**src/rtl/dmem_bridge.sv**
```systemverilog
// Data-memory bridge: converts the datapath's combinational load/store into a
// registered req/ack bus transaction and serves a two-register MMIO window.
module dmem_bridge #(
    parameter int unsigned TIMEOUT   = 16,
    parameter logic [31:0] MMIO_BASE = 32'hFFFF_0000,
    parameter logic [31:0] ERR_DATA  = 32'hDEAD_BEEF
) (
    input  logic        clk,
    input  logic        rst,
    input  logic        mem_en,
    input  logic        memwrite,
    input  logic [31:0] addr,
    input  logic [31:0] writedata,
    output logic [31:0] readdata,
    output logic        stall,
    output logic        bus_req,
    output logic        bus_we,
    output logic [31:0] bus_addr,
    output logic [31:0] bus_wdata,
    input  logic [31:0] bus_rdata,
    input  logic        bus_ack,
    output logic [31:0] led,
    output logic        err
);

    localparam logic [1:0] IDLE = 2'd0;
    localparam logic [1:0] REQ  = 2'd1;
    localparam logic [1:0] DONE = 2'd2;

    localparam int unsigned    TW    = $clog2(TIMEOUT);
    localparam logic [TW-1:0]  TLAST = TW'(TIMEOUT - 1);

    logic [1:0]    state;
    logic [1:0]    state_next;
    logic [TW-1:0] tout_cnt;
    logic [31:0]   rdata_q;
    logic [31:0]   cycle_cnt;
    logic          timed_out;

    logic misaligned;
    logic hit_led;
    logic hit_cnt;
    logic is_mmio;
    logic is_ram;
    logic in_idle;
    logic start_ram;
    logic led_write;
    logic bad_access;

    assign misaligned = (addr[1:0] != 2'b00);
    assign hit_led    = (addr == MMIO_BASE);
    assign hit_cnt    = (addr == (MMIO_BASE + 32'd4));
    assign is_mmio    = !misaligned && (hit_led || hit_cnt);
    assign is_ram     = !misaligned && !is_mmio;

    assign in_idle    = (state == IDLE);
    assign start_ram  = in_idle && mem_en && is_ram;
    assign led_write  = in_idle && mem_en && memwrite && is_mmio && hit_led;
    assign bad_access = in_idle && mem_en && misaligned;

    // An ack in the last REQ cycle takes priority over the timeout abort.
    always_comb begin
        state_next = state;
        timed_out  = 1'b0;
        case (state)
            IDLE: begin
                if (start_ram) begin
                    state_next = REQ;
                end
            end
            REQ: begin
                if (bus_ack) begin
                    state_next = DONE;
                end else if (tout_cnt == TLAST) begin
                    state_next = DONE;
                    timed_out  = 1'b1;
                end
            end
            DONE:    state_next = IDLE;
            default: state_next = IDLE;
        endcase
    end

    always_ff @(posedge clk or posedge rst) begin
        if (rst) begin
            state   <= IDLE;
            bus_req <= 1'b0;
        end else begin
            state   <= state_next;
            bus_req <= (state_next == REQ);
        end
    end

    // Bus address/data/direction are captured once and held for the whole request.
    always_ff @(posedge clk or posedge rst) begin
        if (rst) begin
            bus_addr  <= 32'h0;
            bus_wdata <= 32'h0;
            bus_we    <= 1'b0;
            tout_cnt  <= '0;
        end else if (start_ram) begin
            bus_addr  <= {addr[31:2], 2'b00};
            bus_wdata <= writedata;
            bus_we    <= memwrite;
            tout_cnt  <= '0;
        end else if (state == REQ && !bus_ack) begin
            tout_cnt  <= tout_cnt + 1'b1;
        end
    end

    always_ff @(posedge clk or posedge rst) begin
        if (rst) begin
            rdata_q <= 32'h0;
        end else if (state == REQ) begin
            if (bus_ack) begin
                if (!bus_we) begin
                    rdata_q <= bus_rdata;
                end
            end else if (timed_out) begin
                rdata_q <= ERR_DATA;
            end
        end
    end

    always_ff @(posedge clk or posedge rst) begin
        if (rst) begin
            err <= 1'b0;
        end else if (bad_access || timed_out) begin
            err <= 1'b1;
        end
    end

    always_ff @(posedge clk or posedge rst) begin
        if (rst) begin
            led <= 32'h0;
        end else if (led_write) begin
            led <= writedata;
        end
    end

    always_ff @(posedge clk or posedge rst) begin
        if (rst) begin
            cycle_cnt <= 32'h0;
        end else begin
            cycle_cnt <= cycle_cnt + 32'd1;
        end
    end

    // MMIO loads answer in the IDLE cycle; RAM loads present their data in DONE.
    always_comb begin
        readdata = 32'h0;
        case (state)
            IDLE: begin
                if (mem_en && !memwrite && is_mmio) begin
                    readdata = hit_led ? led : cycle_cnt;
                end
            end
            DONE:    readdata = rdata_q;
            default: readdata = 32'h0;
        endcase
    end

    assign stall = !rst && (start_ram || state == REQ);

endmodule

```
**config.mk**
```make
export PLATFORM = sky130hd
export DESIGN_NAME = dmem_bridge
export DESIGN_NICKNAME = d
export VERILOG_FILES = /design/src/rtl/dmem_bridge.sv
export SDC_FILE = /design/constraint.sdc
export NUM_CORES = 1
export LEC_CHECK = 0
export CAP_MARGIN = 20
export CORE_MARGIN = 2
export CORE_UTILIZATION = 45
export CTS_BUF_LIST = sky130_fd_sc_hd__clkbuf_4
export CTS_CLUSTER_DIAMETER = 80
export DETAILED_ROUTE_END_ITERATION = 8
export HOLD_SLACK_MARGIN = 0.03
export PLACE_DENSITY = 0.78
export SLEW_MARGIN = 20
export SYNTH_ARGS = -nofsm -noshare
export SYNTH_HDL_FRONTEND = slang
export SYNTH_SLANG_ARGS = --single-unit
```
**constraint.sdc**
```tcl
create_clock -name clk -period 10.74 [get_ports clk]
set_input_delay 2.148 -clock clk [delete_from_list [all_inputs] [get_ports clk]]
set_output_delay 2.148 -clock clk [all_outputs]
set_load 0.1 [all_outputs]
```
* Word level (Yosys, flattened, before mapping)
Cells that the tools add are included.
Operators by class: multiplexer cells 15, reductions and logical operators 25, equal/unequal tests 7, $add $sub $neg 2
Operators by type and width (number):
- $mux W32 | 5
- $eq A32 B32 Y1 const B | 2
- $pmux W32 S2 | 1
- $add A32 B1 Y32 const B | 1
- $logic_and A1 B1 Y1 | 12
- $mux W4 | 2
- $mux W2 | 3
- $reduce_bool A2 Y1 | 3
- $logic_not A1 Y1 | 5
- $add A4 B1 Y4 const B | 1
- $eq A2 B1 Y1 const B | 2
- $eq A4 B4 Y1 const B | 1
- $pmux W2 S2 | 1
- $logic_or A1 B1 Y1 | 3
- $mux W1 | 3
- $reduce_and A3 Y1 | 1
- $eq A2 B2 Y1 const B | 1
- $logic_not A2 Y1 | 1
- $ne A2 B2 Y1 const B | 1
Storage, ports and cells: output and inout port bits 132, word-level logic and storage cells 59, register bits 167

* Longest topological paths before layout
Gate-level depths: netlist of run 1.
depth after elaboration 9, gate-level depth with buffers 6, mapped depth without buffers 5

* Worst setup path before layout of run 1
Ideal clock, no wire load.
kind in2out, from input port addr[3], to output port readdata[0], stages on the path 5, setup slack 3.317 ns, arrival time 5.275 ns, cell sequence nand4b_1 nor4_4 nand3_1 clkbuf_1 o21ai_0
On the way: cells in the longest elaborated chain, start to end 6, elaborated cells between the ends (all ways) 8, those cells by class 2 x eq/ne; 3 x mux; 3 x reduce/logical
RTL lines:
- start, declared | line 12 | input logic [31:0] addr,
- $eq A32 B32 Y1, on equally long branches | line 51, 52
- $logic_or A1 B1 Y1 | line 53 | assign is_mmio = !misaligned && (hit_led || hit_cnt);
- $logic_and A1 B1 Y1 | line 53
- $logic_and A1 B1 Y1 | line 154 | if (mem_en && !memwrite && is_mmio) begin
- $mux W32 * | line 154
- $pmux W32 S2 * | line 152 | case (state)
- end, declared | line 14 | output logic [31:0] readdata,
Every way passes the cells marked *; elsewhere a longest branch is shown, timed or not.

* Final worst setup path of run 1
from input port addr[23], to output port readdata[13]
The elaborated chain is that of the path after synthesis.

==> flow_metrics.py, run 1 <==
metrics = {
    "clock_tree": {
        "clk_latency_ns": 0.57,
        "root_buffer": "clkbuf_4",
        "clk_pin_slew_worst_paths_ns": 0.14,
        "cts_tree": "yes",
        "postCtsSetupRepairBufs": 0,
        "cts_resized": 0,
        "cts_buffers": 17,
        "clockBufferDepth": 2,
        "cts_sinks": 167,
        "cts-hold-fix-buffers": 0,
        "htree_levels": 4,
    },
    "grt": {
        "overflow": 0,
        "grt_max_degree": 92,
        "grt_pass1_wl_um": 30900,
        "grt_use_total_pct": 21.9,
        "grt_pass1_vias": 5858,
        "antenna_found_initial": 1,
    },
    "worst_setup_path": {
        "critical_path_peak_fanout": 32,
        "timing.critical_path.mode_cell": "clkdlybuf4s50_1",
        "cpPeakStageDelay_ns": 1.21,
        "crit_required_ns": 8.59,
        "critPathBufInv": 3,
        "worst_r2r_endpoint": "led[20]",
        "setup.worst_path.class": "input port to primary output",
        "cp-start-kind": "input port",
        "cp_slowest_cell": "clkdlybuf4s50_1",
        "critPathLaunch": "addr[23]",
        "crit_family": "buffers and inverters",
        "r2r_cells": 4,
        "crit_chain": "clkdlybuf4s50_1, nand4b_1, nor4_4, nand3_1, buf_4, o21ai_0, clkdlybuf4s50_1",
        "rrSetupSlack_ns": 7.99,
        "end_kind": "primary output",
        "crit_cells": 7,
        "reg2reg_from": "state[0]",
        "cp_data_arrival_time_ns": 5.22,
    },
    "place": {
        "dp_hpwl_um": 13300,
        "io_buffers": 230,
        "place_ws_ns": 3.40,
        "postPlaceCellArea_um2": 10000,
        "placedCellCount": 1043,
        "finalWeightedCongestion": 0.758,
    },
    "synthesis": {
        "synth_area_um2": 7670,
        "synth_seq_cells": 167,
        "synth_edf_count": 0,
        "synthCells": 626,
        "yosys_warnings": 0,
        "ys_seq_area_share_pct": 54.5,
        "async_flop_share_pct": 100,
        "synthDistinctLibCells": 40,
        "synth_flop_cell": "dfrtp_1",
        "synth.avg_cell_area_um2": 12.3,
    },
    "sta": {
        "whs_ns": 0.484,
        "fin_crit_ns": 7.37,
        "rsz0062_at_grt": "no",
        "finalCritPeriodShare_pct": 68.6,
        "hold_viol": 0,
        "worst_pin_slew_ns": 1.12,
        "slew_headroom_pct": 25.4,
        "fin_skew_ns": 0.0235,
        "slew_violations": 0,
        "fmax_mhz": 136,
        "setup-violations-final": 0,
        "setup_tns_ns": 0,
        "layout_setup_ws_ns": 3.37,
    },
    "worst_hold_path": {
        "min_delay_path_depth": 1,
        "worstHoldEndpoint": "cycle_cnt[31]",
        "worstHoldPathType": "flip-flop to flip-flop",
        "min_from": "cycle_cnt[31]",
    },
    "layout": {
        "num-fill-cells": 1355,
        "most-common-layout-cells": "clkdlybuf4s50_1, dfrtp_1, nor2_1, mux2_4, nand2_1",
        "fin_cells": 1076,
        "final_common_cell": "clkdlybuf4s50_1",
        "utilization_pct": 62.1,
        "drive_gt1_share_pct": 15.6,
        "final_area_um2": 10300,
        "nNetsFinal": 945,
        "syn_to_final_growth_pct": 34.8,
    },
    "pwr": {
        "leakagePower_nw": 4.59,
        "p_per_area_nw_per_um2": 202,
        "intPower_mw": 1.15,
        "pwr-share-clk_pct": 17.8,
        "ir_drop_uv": 150,
        "combPwrFrac_pct": 42.9,
        "power.total_mw": 2.09,
        "pwr-share-seq_pct": 39.3,
        "switchingPower_mw": 0.943,
        "switching_share_pct": 45.1,
    },
    "die": {
        "coreArea_um2": 16600,
        "ios": 233,
        "die-area_um2": 18100,
        "start_util_pct": 46.1,
        "die_x_um": 135,
        "rows": 47,
        "die_h_um": 135,
    },
    "route": {
        "drt-total-wl_um": 19400,
        "drc": 0,
        "ant_nets": 0,
        "via_count": 5660,
        "drtIter0Drc": 338,
        "via_per_inst": 5.26,
        "first_pass_iters": 4,
        "avgRoutedWirePerCell_um": 18.0,
    },
    "run": {
        "cap_violations": 0,
    },
    "status": {
        "status": "completed",
    },
}
cells by family (layout without fill, tap and decap cells):
| group | count (synthesis) | after routing | share of synthesized area [%] |
|---|---|---|---|
| flops | 167 | 167 | 54.5 |
| simple gates | 194 | 194 | 12.7 |
| mux | 128 | 128 | 21.0 |
| other cells | 1 | 3 | 0.0489 |
| compound gates | 47 | 47 | 3.49 |
| buf+inv | 54 | 282 | 4.09 |
| fa+ha+maj | 2 | 2 | 0.326 |
| xor+xnor | 33 | 33 | 3.77 |
area by class of cell:
cell class / instances / area, µm² / area share (%)
flip-flops and latches: 167 / 4180 / 40.4
multi-input cells: 406 / 3200 / 30.9
repair buffers: 235 / 2330 / 22.6
well taps: 220 / 275 / 2.66
clock inverters: 14 / 150 / 1.45
clock buffers: 18 / 135 / 1.31
inverters: 15 / 61.3 / 0.593
diodes: 1 / 2.50 / 0.0242
worst reg2reg max path: stages, from the launching register on:
cell and delay, ns:
dfrtp_1 0.43, or3b_4 0.44, nor3b_1 0.26, nand3_2 0.83
mux2_1 0.66
cell usage after synthesis (2+ instances only):
cell,number,area share [%]
dfrtp_1,167,54
mux2_4,57,11
nor2_1,57,2.8
nand2_1,44,2.2
o21ai_0,40,2.6
nor4_1,34,2.8
mux2i_1,33,4.3
mux2_2,31,4.6
clkbuf_1,26,1.3
nand3_1,22,1.4
xnor2_1,18,2.1
inv_1,15,0.73
xor2_1,15,1.7
nand4_1,12,0.98
mux2_1,7,1.0
and4_1,6,0.69
buf_12,5,1.3
and2_1,4,0.33
nor3_1,4,0.26
a21oi_1,3,0.20
buf_2,3,0.20
buf_4,2,0.20
ha_1,2,0.33
nand4b_1,2,0.23
nor3b_1,2,0.20
flip-flops by register name (all words and copies together), names as in the netlist:
signal / cells
err: 1
tout_cnt: 4
led: 32
state: 2
bus_addr: 30
rdata_q: 32
bus_we: 1
cycle_cnt: 32
bus_wdata: 32
bus_req: 1
power by group through the flow:
stage | registers [mW] | logic [mW] | clock network [mW]
global route | 0.839 | 0.934 | 0.409
floorplan | 1.27 | 0.245 | 0
finish | 0.823 | 0.899 | 0.372
global placement | 0.829 | 0.895 | 0
CTS | 0.822 | 0.905 | 0.382
detailed placement | 0.832 | 0.904 | 0
routing by layer:
layer	routed length, µm	vias up	share of wire [%]	global-route usage [%]
li1	-	2623	-	-
met1	8660	2841	45	29.0
met2	9300	179	48	36.0
met3	1150	17	5.9	5.71
met4	255	0	1.3	5.85
met5	0	-	0	0
worst max-delay path by stage:
stage              endpoint  slack (ns)
2_1_floorplan   readdata[0]        3.32
3_3_place_gp   readdata[13]        3.39
3_5_place_dp   readdata[13]        3.40
4_1_cts        readdata[13]        3.40
5_1_grt        readdata[13]        3.33
6_report       readdata[13]        3.37
No activity file was read; power rests on OpenSTA's default activity.
==> run 2, diff against run 1 <==
==> constraint.sdc (replaced) <==
create_clock -name clk -period 7.73 [get_ports clk]
set_input_delay 1.546 -clock clk [delete_from_list [all_inputs] [get_ports clk]]
set_output_delay 1.546 -clock clk [all_outputs]
set_load 0.1 [all_outputs]
==> run 2 against run 1 <==
Compared with the run above: combinational power grew 39%; clock skew fell by 0.0017 ns; sequential share of layout area is 0.30 points higher; utilization fell by 0.45 points; clock power grew 31%; first-iteration DRC count down 13%; power increased by 38%; critical path type unchanged; largest cell class unchanged.
==> flow_metrics.py, run 2 (synthesized netlist as in run 1, its figures left out) <==
metrics = {
    "pwr": {
        "switching_share_pct": 45.1,
        "pwr-share-clk_pct": 16.9,
        "power.total_mw": 2.88,
        "p_per_area_nw_per_um2": 281,
        "pwr-share-seq_pct": 39.7,
        "ir_drop_uv": 188,
        "leakagePower_nw": 4.66,
        "switchingPower_mw": 1.30,
        "combPwrFrac_pct": 43.4,
        "intPower_mw": 1.58,
    },
    "layout": {
        "most-common-layout-cells": "clkdlybuf4s50_1, dfrtp_1, nor2_1, mux2_4, nand2_1",
        "nNetsFinal": 946,
        "num-fill-cells": 1374,
        "final_common_cell": "clkdlybuf4s50_1",
        "drive_gt1_share_pct": 18.9,
        "syn_to_final_growth_pct": 33.8,
        "final_area_um2": 10300,
        "multi_input_area_um2": 3200,
        "seq_area_um2": 4180,
    },
    "clock_tree": {
        "cts-hold-fix-buffers": 0,
        "htree_levels": 4,
        "clockBufferDepth": 2,
        "cts_tree": "yes",
        "postCtsSetupRepairBufs": 0,
        "root_buffer": "clkbuf_4",
        "cts_sinks": 167,
        "clk_latency_ns": 0.57,
        "clk_pin_slew_worst_paths_ns": 0.12,
        "cts_resized": 0,
        "cts_buffers": 17,
    },
    "place": {
        "io_buffers": 230,
        "dp_hpwl_um": 13600,
        "postPlaceCellArea_um2": 9970,
        "finalWeightedCongestion": 0.783,
    },
    "status": {
        "status": "completed",
    },
    "die": {
        "rows": 47,
        "ios": 233,
        "die_h_um": 135,
        "die-area_um2": 18100,
        "coreArea_um2": 16600,
        "die_x_um": 135,
        "start_util_pct": 46.1,
    },
    "worst_setup_path": {
        "end_kind": "primary output",
        "cp-start-kind": "input port",
        "crit_required_ns": 6.18,
        "critical_path_peak_fanout": 22,
        "cp_slowest_cell": "clkdlybuf4s50_1",
        "crit_family": "buffers and inverters",
        "crit_chain": "clkdlybuf4s50_1, nor4_1, and4_1, a2111o_2, a21oi_1, clkdlybuf4s50_1",
        "critPathBufInv": 2,
        "timing.critical_path.mode_cell": "clkdlybuf4s50_1",
        "cp_data_arrival_time_ns": 4.69,
        "cpPeakStageDelay_ns": 1.16,
        "setup.worst_path.class": "input port to primary output",
    },
    "sta": {
        "setup-violations-final": 0,
        "setup_tns_ns": 0,
        "rsz0062_at_grt": "no",
        "hold_viol": 0,
        "fin_skew_ns": 0.0219,
        "slew_violations": 0,
        "finalCritPeriodShare_pct": 80.7,
        "worst_pin_slew_ns": 1.12,
        "fmax_mhz": 160,
        "fin_crit_ns": 6.24,
        "slew_headroom_pct": 25.6,
    },
    "route": {
        "drc": 0,
        "drtIter0Drc": 294,
        "via_count": 5600,
        "ant_nets": 0,
        "avgRoutedWirePerCell_um": 18.2,
        "via_per_inst": 5.20,
        "first_pass_iters": 4,
        "drt-total-wl_um": 19600,
    },
    "grt": {
        "grt_pass1_wl_um": 31300,
        "overflow": 0,
        "antenna_found_initial": 1,
        "grt_max_degree": 109,
        "grt_pass1_vias": 5824,
        "grt_use_total_pct": 22.2,
    },
    "worst_hold_path": {
        "worstHoldPathType": "flip-flop to flip-flop",
    },
    "run": {
        "cap_violations": 0,
    },
}
-- run 2: changes by cell type in the layout (fill, tap and decap cells not counted), sizes merged --
cell and delta:
buf +33, clkbuf -1, inv -2, clkinv +5, clkdlybuf4s50 -32, clkinvlp -3
-- run 2: worst reg2reg max path: cells and delay by family, from the launching register on --
kind	cells	cell delay, ns
mux	1	0.65
simple gates	3	1.51
flops	1	0.44
-- run 2: area by class of cell --
| cell class | count | area share (%) |
|---|---|---|
| Sequential cell | 167 | 40.7 |
| Multi-Input combinational cell | 406 | 31.2 |
| Timing Repair Buffer | 236 | 22.2 |
| Tap cell | 220 | 2.68 |
| Clock inverter | 14 | 1.32 |
| Clock buffer | 17 | 1.24 |
| Inverter | 15 | 0.597 |
| Antenna cell | 1 | 0.0244 |
-- run 2: power by group through the flow --
| stage | Combinational (mW) | Sequential (mW) | Clock (mW) |
|---|---|---|---|
| 6_report | 1.25 | 1.14 | 0.489 |
| 5_1_grt | 1.30 | 1.17 | 0.542 |
| 3_5_place_dp | 1.25 | 1.16 | 0 |
| 2_1_floorplan | 0.340 | 1.76 | 0 |
| 4_1_cts | 1.26 | 1.14 | 0.504 |
| 3_3_place_gp | 1.24 | 1.15 | 0 |
-- run 2: per-stage QoR --
step                worst slack (ns)  hold slack (ns)  cells  utilization, %
global placement                1.51            0.456   1043            59.9
floorplan                       1.51            0.435    627               -
global route                    1.43            0.497   1076            61.7
finish                          1.49            0.473   1076            61.7
detailed placement              1.50            0.465   1043            59.9
CTS                             1.48            0.482   1074            61.5
-- run 2: worst paths after layout --
| kind | start | end | slack (ns) | cells past startpoint |
|---|---|---|---|---|
| setup reg to reg | state[0] | led[18] | 5.00 | 4 |
| min in group asynchronous | rst | bus_wdata[0] | 1.59 | 2 |
| hold / removal | cycle_cnt[31] | cycle_cnt[31] | 0.47 | 1 |
| setup / recovery | addr[0] | stall | 1.49 | 6 |
| max in group asynchronous | rst | led[20] | 4.82 | 3 |
| hold reg to reg | cycle_cnt[31] | cycle_cnt[31] | 0.47 | 1 |
-- run 2: metal layers --
metal	wire, µm	track usage (%)	share of wire (%)	vias to the layer above
met2	9290	36.0	47	197
met5	0	0	0	-
met1	8690	29.6	44	2747
met3	1280	5.63	6.5	24
li1	-	-	-	2632
met4	316	6.78	1.6	0
==> run 3, diff against run 2 <==
--- a/config.mk
+++ b/config.mk
@@ -7,12 +7,12 @@
 export LEC_CHECK = 0
 export CAP_MARGIN = 20
 export CORE_MARGIN = 2
-export CORE_UTILIZATION = 45
+export CORE_UTILIZATION = 44
 export CTS_BUF_LIST = sky130_fd_sc_hd__clkbuf_4
 export CTS_CLUSTER_DIAMETER = 80
 export DETAILED_ROUTE_END_ITERATION = 8
 export HOLD_SLACK_MARGIN = 0.03
-export PLACE_DENSITY = 0.78
+export PLACE_DENSITY = 0.8
 export SLEW_MARGIN = 20
 export SYNTH_ARGS = -nofsm -noshare
 export SYNTH_HDL_FRONTEND = slang
==> constraint.sdc (replaced) <==
create_clock -name clk -period 5.2 [get_ports clk]
set_input_delay 1.04 -clock clk [delete_from_list [all_inputs] [get_ports clk]]
set_output_delay 1.04 -clock clk [all_outputs]
set_load 0.1 [all_outputs]
==> run 3 against run 2 <==
Compared with the run above: clock power increased by 37%; routed wire length up 4.6%; sequential share of layout area down 1.7 points; global-route usage up 0.42 points; flip-flop and latch count is the same; critical path depth grew 1; via count is 2.6% higher; clock skew shrank 0.0027 ns; utilization is 0.62 points higher.
==> flow_metrics.py, run 3 (synthesized netlist as in run 1, its figures left out) <==
metrics = {
    "worst_hold_path": {
        "worstHoldPathType": "flip-flop to flip-flop",
    },
    "sta": {
        "slew_violations": 0,
        "fmax_mhz": 232,
        "setup_tns_ns": 0,
        "slew_headroom_pct": 26.6,
        "fin_crit_ns": 4.31,
        "worst_pin_slew_ns": 1.10,
        "finalCritPeriodShare_pct": 82.9,
        "rsz0062_at_grt": "no",
        "setup-violations-final": 0,
        "hold_viol": 0,
        "whs_ns": 0.494,
        "fin_skew_ns": 0.0192,
    },
    "route": {
        "via_per_inst": 5.29,
        "routed.top_layer": "met4",
        "drt-total-wl_um": 20500,
        "ant_nets": 0,
        "drtIter0Drc": 327,
        "route.met3.wl_um": 1280,
        "via_count": 5747,
        "drc": 0,
        "avgRoutedWirePerCell_um": 18.8,
        "first_pass_iters": 5,
        "wl_met1_um": 8720,
        "wl_met2_um": 10200,
    },
    "die": {
        "die_h_um": 136,
        "start_util_pct": 44.7,
        "ios": 233,
        "rows": 48,
        "die-area_um2": 18500,
        "coreArea_um2": 17200,
        "die_x_um": 136,
    },
    "pwr": {
        "leakagePower_nw": 4.77,
        "ir_drop_uv": 291,
        "p_per_area_nw_per_um2": 401,
    },
    "clock_tree": {
        "cts_buffers": 17,
        "cts-hold-fix-buffers": 0,
        "cts_sinks": 167,
        "clockBufferDepth": 2,
        "cts_tree": "yes",
        "clk_pin_slew_worst_paths_ns": 0.14,
        "root_buffer": "clkbuf_4",
        "clk_latency_ns": 0.56,
        "cts_resized": 0,
        "postCtsSetupRepairBufs": 0,
        "htree_levels": 4,
    },
    "worst_setup_path": {
        "rrSetupSlack_ns": 2.60,
        "critical_path_peak_fanout": 13,
        "cp-start-kind": "input port",
        "cp_data_arrival_time_ns": 3.27,
        "crit_required_ns": 4.16,
        "end_kind": "primary output",
        "setup.worst_path.class": "input port to primary output",
    },
    "grt": {
        "antenna_found_initial": 1,
        "overflow": 0,
        "grt_pass1_vias": 5891,
        "grt_max_degree": 85,
        "grt_use_total_pct": 22.6,
        "grt_pass1_wl_um": 32100,
    },
    "layout": {
        "multi_input_area_um2": 3200,
        "seq_area_um2": 4180,
        "num-fill-cells": 1382,
        "nNetsFinal": 951,
        "final_common_cell": "clkdlybuf4s50_1",
        "drive_gt1_share_pct": 19.7,
        "most-common-layout-cells": "clkdlybuf4s50_1, dfrtp_1, nor2_1, mux2_4, nand2_1",
        "syn_to_final_growth_pct": 39.5,
        "fin_cells": 1087,
    },
    "run": {
        "cap_violations": 0,
    },
    "place": {
        "placedCellCount": 1053,
        "finalWeightedCongestion": 0.796,
        "io_buffers": 230,
        "dp_hpwl_um": 14800,
    },
    "status": {
        "status": "completed",
    },
}
-- run 3: critical path: stages --
cell	delay (ns)
clkdlybuf4s50_1	0.49
nand4b_1	0.15
nor4_4	0.52
nand3_1	0.19
buf_4	0.23
o21ai_0	0.40
buf_12	0.23
-- run 3: power by group --
part	total, mW	internal, mW	switching (mW)
sequential	1.69	1.54	0.148
combinational	1.93	0.575	1.35
clock	0.668	0.190	0.478
total	4.29	2.31	1.98
-- run 3: through the flow --
| step | area, µm² | setup slack, ns | utilization (%) | power, mW |
|---|---|---|---|---|
| floorplan | 7680 | -0.00714 | - | 3.12 |
| global placement | 10400 | 0.915 | 60.7 | 3.61 |
| detailed placement | 10400 | 0.846 | 60.7 | 3.64 |
| CTS | 10700 | 0.844 | 62.1 | 4.32 |
| global route | 10700 | 0.738 | 62.3 | 4.46 |
| finish | 10700 | 0.889 | 62.3 | 4.29 |
-- run 3: layout make-up --
type | count | area share, %
flip-flops and latches | 167 | 39.1
multi-input cells | 406 | 29.9
repair buffers | 241 | 25.6
well taps | 225 | 2.63
clock buffers | 17 | 1.19
clock inverters | 15 | 0.983
inverters | 15 | 0.561
diodes | 1 | 0.0234
-- run 3: final timing paths --
| check | endpoint | cells past startpoint | from |
|---|---|---|---|
| max | readdata[7] | 7 | addr[23] |
| min | cycle_cnt[31] | 1 | cycle_cnt[31] |
| max reg2reg | bus_wdata[22] | 5 | state[0] |
| min reg2reg | cycle_cnt[31] | 1 | cycle_cnt[31] |
| max in group asynchronous | led[13] | 3 | rst |
| min in group asynchronous | bus_wdata[2] | 2 | rst |
-- run 3: per-layer routing --
metal  GRT usage, %  vias up
met4           7.18        0
met3           5.11       22
met5              0        -
li1               -     2635
met1           29.8     2881
met2           37.3      209
